### src/rtl/per_sync_pkg.sv
// per_sync_pkg: shared types and helpers for the CPU->peripheral SEND/DATA responder.
package per_sync_pkg;
    typedef enum logic {IDLE, ACK_HI} state_t;
    localparam int DATA_W_DEF = 32;
    function automatic int countWidth(input int depth);
        return $clog2(depth) + 1;
    endfunction
endpackage

### src/rtl/per_sync_fifo.sv
// per_sync_fifo: show-ahead word buffer; occupancy count is the only source of full/empty.
module per_sync_fifo
    import per_sync_pkg::*;
#(
    parameter int DATA_W = DATA_W_DEF,
    parameter int DEPTH  = 4
) (
    input  logic                          clk,
    input  logic                          rstN,
    input  logic                          push,
    input  logic [DATA_W-1:0]             pushData,
    input  logic                          pop,
    output logic [DATA_W-1:0]             headData,
    output logic                          notEmpty,
    output logic                          full,
    output logic [countWidth(DEPTH)-1:0]  count
);
    localparam int AW = $clog2(DEPTH);
    localparam int CW = countWidth(DEPTH);
    logic [DATA_W-1:0] mem [DEPTH];
    logic [AW-1:0] wrPtr, rdPtr;
    logic doPush, doPop;
    assign doPush   = push && !full;
    assign doPop    = pop && notEmpty;
    assign headData = mem[rdPtr];
    assign notEmpty = count != '0;
    assign full     = count == CW'(DEPTH);
    // Pointers wrap naturally because DEPTH is a power of two.
    always_ff @(posedge clk or negedge rstN) begin
        if (!rstN) begin
            wrPtr <= '0;
            rdPtr <= '0;
            count <= '0;
            for (int i = 0; i < DEPTH; i++) mem[i] <= '0;
        end else begin
            if (doPush) begin
                mem[wrPtr] <= pushData;
                wrPtr      <= wrPtr + 1'b1;
            end
            if (doPop) rdPtr <= rdPtr + 1'b1;
            count <= count + CW'(doPush) - CW'(doPop);
        end
    end
endmodule

### src/rtl/per_sync_responder.sv
// per_sync_responder: 4-phase ACK responder that buffers each SEND word in a FIFO.
// Optional PER_PARITY_EN adds even-parity checking with a sticky parity_err.
module per_sync_responder
    import per_sync_pkg::*;
#(
    parameter int DATA_W = DATA_W_DEF,
    parameter int DEPTH  = 4
) (
    input  logic                          clk_per,
    input  logic                          rst_per,
    input  logic                          SEND_per,
    input  logic [DATA_W-1:0]             inputData_per,
`ifdef PER_PARITY_EN
    input  logic                          inputParity_per,
    output logic                          parity_err,
`endif
    output logic                          outACK_per,
    input  logic                          rd_en,
    output logic [DATA_W-1:0]             rd_data,
    output logic                          rd_valid,
    output logic                          full,
    output logic [countWidth(DEPTH)-1:0]  count,
    output logic                          overrun
);
    state_t state, nextState;
    logic accept, parityOk;
    assign accept     = (state == IDLE) && SEND_per && !full;
    assign outACK_per = state == ACK_HI;
`ifdef PER_PARITY_EN
    assign parityOk = inputParity_per == ^inputData_per;
    always_ff @(posedge clk_per or negedge rst_per) begin
        if (!rst_per) parity_err <= 1'b0;
        else if (accept && !parityOk) parity_err <= 1'b1;
    end
`else
    assign parityOk = 1'b1;
`endif
    always_comb begin
        nextState = (state == IDLE) ? (accept ? ACK_HI : IDLE) : (SEND_per ? ACK_HI : IDLE);
    end
    always_ff @(posedge clk_per or negedge rst_per) begin
        if (!rst_per) begin
            state   <= IDLE;
            overrun <= 1'b0;
        end else begin
            state <= nextState;
            if (state == IDLE && SEND_per && full) overrun <= 1'b1;
        end
    end
    per_sync_fifo #(.DATA_W(DATA_W), .DEPTH(DEPTH)) fifo (
        .clk(clk_per),
        .rstN(rst_per),
        .push(accept && parityOk),
        .pushData(inputData_per),
        .pop(rd_en),
        .headData(rd_data),
        .notEmpty(rd_valid),
        .full(full),
        .count(count)
    );
endmodule
### config.mk
export PLATFORM = sky130hd
export DESIGN_NAME = per_sync_responder
export DESIGN_NICKNAME = d
export VERILOG_FILES = /design/src/rtl/per_sync_pkg.sv /design/src/rtl/per_sync_fifo.sv /design/src/rtl/per_sync_responder.sv
export SDC_FILE = /design/constraint.sdc
export NUM_CORES = 1
export LEC_CHECK = 0
export CORE_MARGIN = 8
export CORE_UTILIZATION = 57
export CTS_BUF_LIST = sky130_fd_sc_hd__clkbuf_8
export CTS_CLUSTER_SIZE = 16
export DETAILED_ROUTE_END_ITERATION = 12
export PLACE_DENSITY = 0.83
export SLEW_MARGIN = 40
export SYNTH_ARGS = -nofsm -noshare
export SYNTH_HDL_FRONTEND = slang
export SYNTH_SLANG_ARGS = --single-unit
### constraint.sdc
create_clock -name clk_per -period 2.8 [get_ports clk_per]
set_input_delay 0.56 -clock clk_per [delete_from_list [all_inputs] [get_ports clk_per]]
set_output_delay 0.56 -clock clk_per [all_outputs]
set_load 0.005 [all_outputs]
After elaboration in Yosys (flattened, before gate mapping)
Cells that the tools add are included.

cells by class
  add/sub/neg operators = 4
  magnitude comparators = 3
  equal/unequal tests = 1
  multiplexer cells = 9
  bitwise operators = 3
  reductions and logical operators = 8

operators with widths
  kind                                                                          number
  128-bit bitwise mux                                                           1
  32-bit two-way mux                                                            3
  32-bit binary-select mux with 2-bit select                                    1
  32-bit demux with 2-bit select                                                1
  3-bit greater-or-equal comparator, second input constant                      2
  1-bit logical AND                                                             6
  2-bit NOT with 3-bit output                                                   2
  2-bit by 1-bit adder with 2-bit output, second input constant                 2
  3-bit by 1-bit adder with 3-bit output                                        1
  3-bit equality test, second input constant                                    1
  3-bit by 1-bit less-than comparator with 1-bit output, second input constant  1
  1-bit two-way mux                                                             3
  3-bit nonzero test                                                            1
  3-bit by 1-bit subtractor with 3-bit output                                   1
  1-bit logical NOT                                                             1
  1-bit NOT                                                                     1

storage, ports and cells
  register bits = 137
  input port bits = 36
  output and inout bits = 39
  logic and storage cells = 37

Logic depth before layout (Yosys ltp)
Gate-level depths: netlist of run 1.

  depth after elaboration = 6
  gate-level depth with buffers = 7
  mapped depth without buffers = 7

Cells and area by module
From an unflattened synthesis of run 1, not the netlist that was laid out.

unflattened totals
  cells, all modules = 838
  area total of the unflattened synthesis = 9306.4 µm²

by module, submodules not included
  module              times used  cells an instance  area each (µm²)
  per_sync_fifo       1           832                9228.9
  per_sync_responder  1           6                  77.6

Worst setup path after synthesis of run 1
Ideal clock, no wire load.

  path type = reg-to-reg
  start = register fifo.count[1]
  end = register fifo.count[2]
  data arrival time = 1.959 ns
  path slack = 0.761 ns
  stages on the path, launching flop included = 8
  buffers on the path = 0
  cells stage by stage = dfrtp_1 o31a_2 ha_1 inv_1 ha_1 fa_1 xnor2_1 xnor2_1

between the ends
  elaborated cells on any way between the ends = 8
  classes of those cells = add/sub (2); eq/ne (1); reduce/logical (5)

RTL lines
  item                                         line                 text
  from (decl)                                  per_sync_fifo.sv:16  output logic [countWidth(DEPTH)-1:0] count
  from (signal assigned)                       per_sync_fifo.sv:41  count <= count + CW'(doPush) - CW'(doPop);
  3-bit nonzero test                           per_sync_fifo.sv:26  assign notEmpty = count != '0;
  1-bit logical AND                            per_sync_fifo.sv:24  assign doPop = pop && notEmpty;
  named net fifo.doPop                         per_sync_fifo.sv:22  logic doPush, doPop;
  3-bit by 1-bit subtractor with 3-bit output  per_sync_fifo.sv:41

The timed path passes the listed nets, and every way through them passes these cells.
A chain may end at the register's enable or synchronous reset.

Worst setup path in the final report of run 1
  start = register fifo.rdPtr[0]
  end = output port rd_data[21]

between the ends
  cells in the longest elaborated chain, start to end = 4

RTL lines
  item                                                   line                      text
  from (decl)                                            per_sync_fifo.sv:21       logic [AW-1:0] wrPtr, rdPtr;
  from (signal assigned)                                 per_sync_fifo.sv:40       if (doPop) rdPtr <= rdPtr + 1'b1;
  2-bit NOT with 3-bit output (implied by the code)      per_sync_fifo.sv:25       assign headData = mem[rdPtr];
  32-bit binary-select mux with 2-bit select             per_sync_fifo.sv:25
  32-bit two-way mux (implied by the code) (2 in a row)  per_sync_fifo.sv:25
  to (decl)                                              per_sync_responder.sv:19  output logic [DATA_W-1:0] rd_data,

No other way between the ends. The select of a mux whose other input is x is not followed.

==> results.sh, run 1 <==
export IMPL_hp_class="in2async"
export IMPL_drtAntennaViolNets=0
export IMPL_numCtsBuffers=17
export IMPL_synth_seq_cells=137
export IMPL_worst_ep_required_time_ps=2240
export IMPL_pwr_share_clk=0.145
export IMPL_synthCells=352
export IMPL_cap_violations=0
export IMPL_routed_wl_um=12500
export IMPL_ys_warnings_count=0
export IMPL_fp_dieW_um=123.9
export IMPL_gp_congestion=0.7175
export IMPL_worstSetupEndpointType="output port"
export IMPL_clock_path_buffers=2
export IMPL_clkLatencyLatePin_ps=440
export IMPL_fin_worst_skew_ps=10.65
export IMPL_io_pins=75
export IMPL_cts_resized=0
export IMPL_dp_hpwl_um=7807
export IMPL_min_period_ps=2701
export IMPL_startpoint="fifo.rdPtr[0]"
export IMPL_path_max_fanout=27
export IMPL_start_kind="register"
export IMPL_setup_violations=0
export IMPL_rows=39
export IMPL_grt_pass1_wl_um=20580
export IMPL_path_class="reg2out"
export IMPL_min_period_over_period=0.9647
export IMPL_leakagePower_nw=3.421
export IMPL_cts_root_buf="clkbuf_8"
export IMPL_wl_per_cell_um=21.22
export IMPL_switchingPower_mw=2.627
export IMPL_relSlewSlack=0.5809
export IMPL_syn_to_final_growth_pct=16.30
export IMPL_seq_power_share=0.378
export IMPL_grt_max_degree=70
export IMPL_fp_coreArea_mm2=0.01142
export IMPL_htreeDepth=4
export IMPL_numClockSinks=137
export IMPL_netSwitchingFraction=0.2785
export IMPL_rsz0062_at_grt="no"
export IMPL_critPathMaxStageDelay_ps=570
export IMPL_critPathTopFamily="buffers and inverters"
export IMPL_nets=477
export IMPL_drive_gt1_frac=0.4641
export IMPL_path_cells="buf_12 > mux4_2 > clkdlybuf4s50_1"
export IMPL_cp_slowest_cell="mux4_2"
export IMPL_diodes=0
export IMPL_setup_tns_ps=0
export IMPL_overflow=0
export IMPL_cp_num_buf_inv=2
export IMPL_die_y_um=123.9
export IMPL_regToRegStartpoint="fifo.count[1]"
export IMPL_drt_iter0_drc=156
export IMPL_fmax_mhz=370.2
export IMPL_route_detailed_drc=0
export IMPL_first_global_vias=3867
export IMPL_slew_violations=0
export IMPL_power_mw=9.430
export IMPL_clk_pin_slew_worst_paths_ps=70
export IMPL_p_comb_frac=0.477
export IMPL_run_status="finished clean"
export IMPL_worstMarginPinSlew_ps=628.7
export IMPL_grt_use_total=0.1783
export IMPL_critPathArrivalTime_ps=2140
export IMPL_cts_setup_buffers=0
export IMPL_syn_nets=395
export IMPL_syn_area_mm2=0.006641
export IMPL_routed_via_count=3344
export IMPL_hold_violations=0
export IMPL_firstDrtPassIters=4
export IMPL_synth_area_per_cell_um2=18.87
export IMPL_p_per_area_mw_per_mm2=1221
export IMPL_initial_core_util=0.5816
export IMPL_peakVddDrop_uv=769.2
export IMPL_dieArea_mm2=0.01536
export IMPL_p_int_mw=6.803
export IMPL_yosysUniqueCellTypes=21
export IMPL_io_buffers=74
export IMPL_cts_tree="built"
export IMPL_hold_buffers=0
export IMPL_synth_seq_area_share=0.5162
export IMPL_vias_per_cell=5.677
export IMPL_antenna_found_initial=0
## Yosys cell counts (all sizes together)
library cell / count / share of area
nand2: 1 / 0.00056
o31a: 1 / 0.0015
ha: 6 / 0.011
xor2: 1 / 0.0013
or3: 1 / 0.0011
buf: 20 / 0.046
mux2: 129 / 0.29
mux4: 32 / 0.11
and4b: 4 / 0.0060
clkbuf: 4 / 0.0023
nor3b: 2 / 0.0040
xnor2: 4 / 0.0053
fa: 1 / 0.0030
inv: 7 / 0.0040
a31o: 1 / 0.0013
a21boi: 1 / 0.0011
dfrtp: 137 / 0.52
## placed cells by master, fill, tap and decap left out, drive strengths merged
| cell type | count |
|---|---|
| dfrtp | 137 |
| mux2 | 129 |
| clkdlybuf4s50 | 73 |
| mux4 | 32 |
| clkbuf | 18 |
| inv | 16 |
| buf | 14 |
| ha | 6 |
| xnor2 | 4 |
| and4b | 4 |
| clkinv | 3 |
| nor3b | 2 |
| o31a | 1 |
| a21boi | 1 |
| or3 | 1 |
| xor2 | 1 |
| a31o | 1 |
| nand2 | 1 |
| fa | 1 |
| bufinv | 1 |
## flip-flops by register name, summed over array words and instances, names as in the netlist
| signal | flops |
|---|---|
| fifo.mem | 128 |
| outACK_per | 1 |
| fifo.count | 3 |
| fifo.wrPtr | 2 |
| overrun | 1 |
| fifo.rdPtr | 2 |
## worst paths after layout
check	to	slack (ps)	cells after the start
min reg2reg	overrun	480	1
min in group clk_per	overrun	480	1
max in group asynchronous	fifo.rdPtr[0]	1970	2
min	fifo.mem[125]	130	1
max reg2reg	fifo.count[2]	670	7
max	rd_data[21]	100	3
## worst reg2reg max path, delay by kind of cell, from the launching register on
kind	cells	cell delay [ps]
AOI/OAI and AO/OA	1	410
xor gates and xnor gates	2	320
adders and majority gates	3	840
DFF	1	450
buffers and inverters	1	50
## metal layers
metal	part of all wire	track usage
met5	0	0
met4	0.0094	0.06022
met3	0.068	0.06573
met2	0.47	0.2766
met1	0.45	0.2282
## power by group through the flow
| stage | Sequential, mW | Clock (mW) | Combinational (mW) |
|---|---|---|---|
| floorplan | 3.38 | 0 | 3.09 |
| global placement | 3.51 | 0 | 4.45 |
| detailed placement | 3.57 | 0 | 4.54 |
| CTS | 3.56 | 1.41 | 4.57 |
| global route | 3.68 | 1.49 | 4.80 |
| finish | 3.56 | 1.37 | 4.49 |
## cell families (layout without fill, tap and decap cells)
logic type	after synthesis	count (layout)	share of synthesized area
compound gates	3	3	0.003957
xor+xnor	5	5	0.006594
fa+ha+maj	7	7	0.01432
buf+inv	31	125	0.05219
flops	137	137	0.5162
mux	161	161	0.3951
simple gates	8	8	0.01168
## per-stage QoR
stage	instance area, um^2	worst slack, ps	instances	utilization	hold slack (ps)
floorplan	6641	761.1	352	-	264.4
global placement	7397	458.0	558	0.6478	451.2
detailed placement	7397	390.4	558	0.6478	462.8
CTS	7724	54.58	589	0.6764	125.2
global route	7724	2.469	589	0.6764	133.8
finish	7724	98.79	589	0.6764	127.5
## cell type report
cell class	count	area (um^2)
Timing Repair Buffer	87	889.6
Inverter	7	26.28
Fill cell	761	3695
Clock inverter	13	78.83
Tap cell	143	178.9
Sequential cell	137	3431
Multi-Input combinational cell	184	2872
Clock buffer	18	247.7
Power figures use the tool's default switching activity.
==> inputs of run 2 (changes only) <==
--- a/config.mk
+++ b/config.mk
@@ -5,7 +5,7 @@
 export SDC_FILE = /design/constraint.sdc
 export NUM_CORES = 1
 export LEC_CHECK = 0
-export CORE_MARGIN = 8
+export CORE_MARGIN = 5
 export CORE_UTILIZATION = 57
 export CTS_BUF_LIST = sky130_fd_sc_hd__clkbuf_8
 export CTS_CLUSTER_SIZE = 16
==> results.sh, run 2 (synthesis results as in run 1) <==
export IMPL_min_period_ps=2656
export IMPL_route_detailed_drc=0
export IMPL_cts_tree="built"
export IMPL_first_global_vias=3800
export IMPL_dp_hpwl_um=7730
export IMPL_worstSetupEndpointType="output port"
export IMPL_largest_register="fifo.mem"
export IMPL_path_max_fanout=17
export IMPL_wl_per_cell_um=21.42
export IMPL_worstMarginPinSlew_ps=473.4
export IMPL_fillerInstances=774
export IMPL_setup_reg_to_reg_worst_slack_ps=660
export IMPL_clk_pin_slew_worst_paths_ps=70
export IMPL_initial_core_util=0.5816
export IMPL_p_per_area_mw_per_mm2=1221
export IMPL_syn_to_final_growth_pct=16.64
export IMPL_rows=39
export IMPL_cp_slowest_cell="mux4_2"
export IMPL_run_status="finished clean"
export IMPL_path_cells="buf_8 > mux4_2 > clkdlybuf4s50_1"
export IMPL_setup_tns_ps=0
export IMPL_critPathMaxStageDelay_ps=560
export IMPL_setup_violations=0
export IMPL_layout_commonest_cell="dfrtp_1"
export IMPL_hold_buffers=0
export IMPL_whs_ps=42.75
export IMPL_numClockSinks=137
export IMPL_cts_root_buf="clkbuf_8"
export IMPL_drtAntennaViolNets=0
export IMPL_reg2reg_depth=7
export IMPL_io_buffers=74
export IMPL_leakagePower_nw=3.414
export IMPL_routed_via_count=3313
export IMPL_fp_dieW_um=117.9
export IMPL_reg_largest_list="fifo.mem x128, fifo.count x3"
export IMPL_drive_gt1_frac=0.4650
export IMPL_rsz0062_at_grt="no"
export IMPL_grt_pass1_wl_um=20970
export IMPL_diodes=0
export IMPL_firstDrtPassIters=4
export IMPL_path_class="reg2out"
export IMPL_antenna_found_initial=0
export IMPL_cts_setup_buffers=0
export IMPL_largest_register_ffs=128
export IMPL_cap_violations=0
export IMPL_clkLatencyLatePin_ps=430
export IMPL_min_period_over_period=0.9486
export IMPL_peakVddDrop_uv=714.7
export IMPL_nets=474
export IMPL_clock_path_buffers=2
export IMPL_grt_max_degree=69
export IMPL_hp_class="in2async"
export IMPL_worst_ep_required_time_ps=2240
export IMPL_hold_violations=0
export IMPL_drt_iter0_drc=202
export IMPL_io_pins=75
export IMPL_dieArea_mm2=0.01391
export IMPL_vias_per_cell=5.654
export IMPL_final_cell_mix="dfrtp_1, mux2_4, clkdlybuf4s50_1, mux4_2, clkbuf_8"
export IMPL_r2r_end="fifo.count[2]"
export IMPL_routed_wl_um=12560
export IMPL_regToRegStartpoint="fifo.count[1]"
export IMPL_htreeDepth=4
export IMPL_fin_worst_skew_ps=8.685
export IMPL_numCtsBuffers=17
export IMPL_overflow=0
export IMPL_fp_coreArea_mm2=0.01142
export IMPL_gp_congestion=0.7272
export IMPL_die_y_um=117.9
export IMPL_grt_use_total=0.1915
export IMPL_slew_violations=0
export IMPL_finalCoreUtilization=0.6784
export IMPL_fmax_mhz=376.5
export IMPL_relSlewSlack=0.6837
export IMPL_critPathArrivalTime_ps=2100
export IMPL_start_kind="register"
-- run 2: cell types whose count changed in the layout (fill, tap and decap cells not counted), sizes merged --
cell / before / now
clkbuf: 18 / 22
buf: 14 / 11
inv: 16 / 14
bufinv: 1 / 0
clkinv: 3 / 2
-- run 2: worst max-delay path, delay by kind of cell, from the launching register on --
kind	cells	cell delay (ps)
DFF	1	400
buffers and inverters	2	690
muxes	1	560
-- run 2: where the power goes --
group | internal (mW) | switching (mW) | total [mW]
clock network | 0.700 | 0.691 | 1.39
registers | 2.99 | 0.608 | 3.60
logic | 3.15 | 1.33 | 4.47
total | 6.83 | 2.63 | 9.46
-- run 2: per-layer routing --
layer / wire, um / up-vias / track usage
met2: 5971 / 79 / 0.2836
met3: 609 / 11 / 0.05815
met1: 5841 / 1768 / 0.2741
met4: 133 / 0 / 0.05806
met5: 0 / - / 0
li1: - / 1455 / -
-- run 2: area by class of cell --
type | count | area (um^2) | area share
flip-flops and latches | 137 | 3431 | 0.4429
inverters | 7 | 26.28 | 0.003392
clock inverters | 9 | 36.28 | 0.004684
well taps | 143 | 178.9 | 0.02310
repair buffers | 84 | 899.6 | 0.1161
multi-input cells | 184 | 2872 | 0.3707
clock buffers | 22 | 302.8 | 0.03909
-- run 2: per-stage QoR --
step	setup slack (ps)	instance area [um^2]	power (mW)	instances
after global placement	440.9	7400	7.962	555
after global routing	26.54	7746	10.02	586
after detailed placement	395.2	7400	8.104	555
final	144.0	7746	9.461	586
after floorplan	761.1	6641	6.466	352
after CTS	56.77	7742	9.576	586
-- run 2: worst max path at each step --
stage	start	end	slack [ps]	depth (start not counted)
3_3_place_gp	rd_en	fifo.count[2]	440	8
3_5_place_dp	rd_en	fifo.count[2]	400	8
2_1_floorplan	fifo.count[1]	fifo.count[2]	760	7
6_report	fifo.rdPtr[0]	rd_data[10]	140	3
4_1_cts	fifo.rdPtr[0]	rd_data[4]	60	3
5_1_grt	fifo.rdPtr[0]	rd_data[4]	30	3
-- run 2: what timing repair did --
item	in CTS	in global routing
endpoints found under the hold margin	0	0
pin swaps	0	0
gates resized for setup	1	1
setup endpoints to repair	3	1
==> inputs of run 3 (changes only) <==
--- a/config.mk
+++ b/config.mk
@@ -5,12 +5,14 @@
 export SDC_FILE = /design/constraint.sdc
 export NUM_CORES = 1
 export LEC_CHECK = 0
+export ABC_AREA = 1
 export CORE_MARGIN = 5
 export CORE_UTILIZATION = 57
 export CTS_BUF_LIST = sky130_fd_sc_hd__clkbuf_8
 export CTS_CLUSTER_SIZE = 16
 export DETAILED_ROUTE_END_ITERATION = 12
-export PLACE_DENSITY = 0.83
+export DONT_BUFFER_PORTS = 1
+export PLACE_DENSITY = 0.74
 export SLEW_MARGIN = 40
 export SYNTH_ARGS = -nofsm -noshare
 export SYNTH_HDL_FRONTEND = slang
==> results.sh, run 3 <==
export IMPL_synth_area_leaders="dfrtp_1, nand2_1, nand4_1"
export IMPL_vias_per_cell=5.972
export IMPL_dp_hpwl_um=10210
export IMPL_synth_xor_area_frac=0.001312
export IMPL_synth_simple_gate_area_frac=0.3376
export IMPL_synth_area_per_cell_um2=7.926
export IMPL_setup_violations=0
export IMPL_diodes=0
export IMPL_numCtsBuffers=17
export IMPL_hold_violations=137
export IMPL_layout_commonest_cell="nand2_1"
export IMPL_synth_top_area_frac=0.5137
export IMPL_reg2reg_depth=9
export IMPL_rsz0062_at_grt="no"
export IMPL_worst_ep_required_time_ps=2240
export IMPL_fin_worst_skew_ps=9.213
export IMPL_overflow=0
export IMPL_firstDrtPassIters=5
export IMPL_async_reset_ff_frac=1.000
export IMPL_leakagePower_nw=3.608
export IMPL_cp_slowest_cell="dfrtp_1"
export IMPL_synth_adder_area_share=0.01425
export IMPL_wl_per_cell_um=17.93
export IMPL_final_cell_mix="nand2_1, dfrtp_1, nand4_1, nor2_1, o21ai_0"
export IMPL_wl_met2_um=8541
export IMPL_gp_congestion=0.7753
export IMPL_fmax_mhz=404.5
export IMPL_setup_reg_to_reg_worst_slack_ps=680
export IMPL_routed_via_count=5757
export IMPL_cts_resized=0
export IMPL_route_detailed_drc=0
export IMPL_drive_gt1_frac=0.07308
export IMPL_first_global_vias=5771
export IMPL_io_pins=75
export IMPL_critPathArrivalTime_ps=1910
export IMPL_cts_tree="built"
export IMPL_fp_coreArea_mm2=0.01147
export IMPL_route_met3_wl_um=1322
export IMPL_hp_class="in2async"
export IMPL_synth_compound_area_frac=0.07312
export IMPL_grt_pass1_wl_um=29460
export IMPL_htreeDepth=4
export IMPL_whs_ps=-194.7
export IMPL_syn_nets=885
export IMPL_path_class="reg2out"
export IMPL_synth_seq_cells=137
export IMPL_cts_root_buf="clkbuf_8"
export IMPL_synth_most_common_cell="nand2_1"
export IMPL_synthMuxAreaShare=0
export IMPL_ys_flop_type="dfrtp_1"
export IMPL_nets=853
export IMPL_violations="hold timing"
export IMPL_drtAntennaViolNets=0
export IMPL_antenna_found_initial=0
export IMPL_r2r_end="fifo.count[2]"
export IMPL_run_status="finished with violations"
export IMPL_synthCells=842
export IMPL_p_per_area_mw_per_mm2=1201
export IMPL_fp_dieW_um=118.2
export IMPL_synth_edf_count=0
export IMPL_synthTopCellsByCount="nand2_1, dfrtp_1, nand4_1"
export IMPL_finalCoreUtilization=0.6184
export IMPL_wl_met1_um=7109
export IMPL_numClockSinks=137
export IMPL_largest_register_ffs=128
export IMPL_clock_path_buffers=2
export IMPL_worstMarginPinSlew_ps=638.3
export IMPL_io_buffers=0
export IMPL_relSlewSlack=0.5744
export IMPL_grt_use_total=0.2581
export IMPL_rows=39
export IMPL_yosysUniqueCellTypes=19
export IMPL_largest_register="fifo.mem"
export IMPL_path_cells="inv_2 > buf_4 > o21ai_0 > o21ai_1"
export IMPL_path_max_fanout=27
export IMPL_min_period_ps=2472
export IMPL_peakVddDrop_uv=561.2
export IMPL_syn_to_final_growth_pct=6.262
export IMPL_routed_top_layer="met4"
export IMPL_synth_top_family_by_area="simple AND/OR/NAND/NOR gates"
export IMPL_critPathMaxStageDelay_ps=410
export IMPL_clk_pin_slew_worst_paths_ps=70
export IMPL_reg_largest_list="fifo.mem x128, fifo.count x3"
export IMPL_synth_seq_area_share=0.5137
export IMPL_syn_area_mm2=0.006674
export IMPL_clkLatencyLatePin_ps=450
export IMPL_ys_warnings_count=0
export IMPL_yosysTopAreaCell="dfrtp_1"
export IMPL_cap_violations=0
export IMPL_die_y_um=118.2
export IMPL_regToRegStartpoint="fifo.count[1]"
export IMPL_setup_tns_ps=0
export IMPL_grt_max_degree=138
export IMPL_routed_wl_um=17280
export IMPL_slew_violations=0
export IMPL_cts_setup_buffers=0
export IMPL_initial_core_util=0.5820
export IMPL_start_kind="register"
export IMPL_worstSetupEndpointType="output port"
export IMPL_min_period_over_period=0.8830
export IMPL_drt_iter0_drc=571
export IMPL_dieArea_mm2=0.01397
[run 3: cell count changes in the layout (fill, tap and decap cells not counted), sizes merged, moves of 4 or more]
cell and change:
clkdlybuf4s50 -73, nand4 +128, mux4 -32, buf +15, nor2 +98, nand2 +276, and4b -4, nand3 +7
mux2 -129, o21ai +96
[run 3: logic make-up after synthesis]
logic type | count (synthesis)
AO/OA/AOI/OAI | 97
adder cells (fa/ha/maj) | 7
XOR/XNOR | 1
buffers and inverters | 90
AND/OR/NAND/NOR | 510
flip-flops | 137
[run 3: layout make-up]
class / instances / area, um^2
clock inverters: 5 / 20.02
clock buffers: 25 / 344.1
well taps: 143 / 178.9
inverters: 13 / 48.80
fillers: 999 / 4375
flip-flops and latches: 137 / 3430
multi-input cells: 615 / 2850
repair buffers: 26 / 220.2
[run 3: layer usage]
| metal | up-vias | GRT usage |
|---|---|---|
| met1 | 2765 | 0.3298 |
| li1 | 2759 | - |
| met2 | 206 | 0.4226 |
| met3 | 27 | 0.07402 |
| met4 | 0 | 0.08961 |
| met5 | - | 0 |
[run 3: critical path, delay by kind of cell (launching register included)]
family                 cells  cell delay [ps]
AOI/OAI and AO/OA          2              330
buffers and inverters      2              720
DFF                        1              410
[run 3: how the worst max path moves through the flow]
stage | startpoint | to | slack [ps] | cells after the start
floorplan | fifo.count[1] | fifo.count[2] | 900 | 9
detailed placement | fifo.count[1] | fifo.count[2] | 690 | 9
CTS | fifo.rdPtr[1] | rd_data[4] | 310 | 4
global placement | fifo.count[1] | fifo.count[2] | 730 | 9
finish | fifo.rdPtr[1] | rd_data[4] | 330 | 4
global route | fifo.rdPtr[1] | rd_data[15] | 180 | 4
[run 3: power breakdown]
group          switching (mW)  internal [mW]  leakage (nW)
combinational            2.50           1.15          1.69
clock                   0.708          0.779         0.205
sequential              0.505           2.87          1.72
[run 3: stage by stage]
step	hold WS [ps]	worst slack, ps	power [mW]	cell area (um^2)	cells
final	-194.7	327.6	8.519	7092	964
after global routing	-231.3	177.8	9.277	7092	964
after detailed placement	268.7	688.2	7.061	6728	934
after global placement	271.3	728.7	6.899	6728	934
after floorplan	264.4	901.4	6.019	6674	842
after CTS	-222.4	312.2	8.560	7092	964
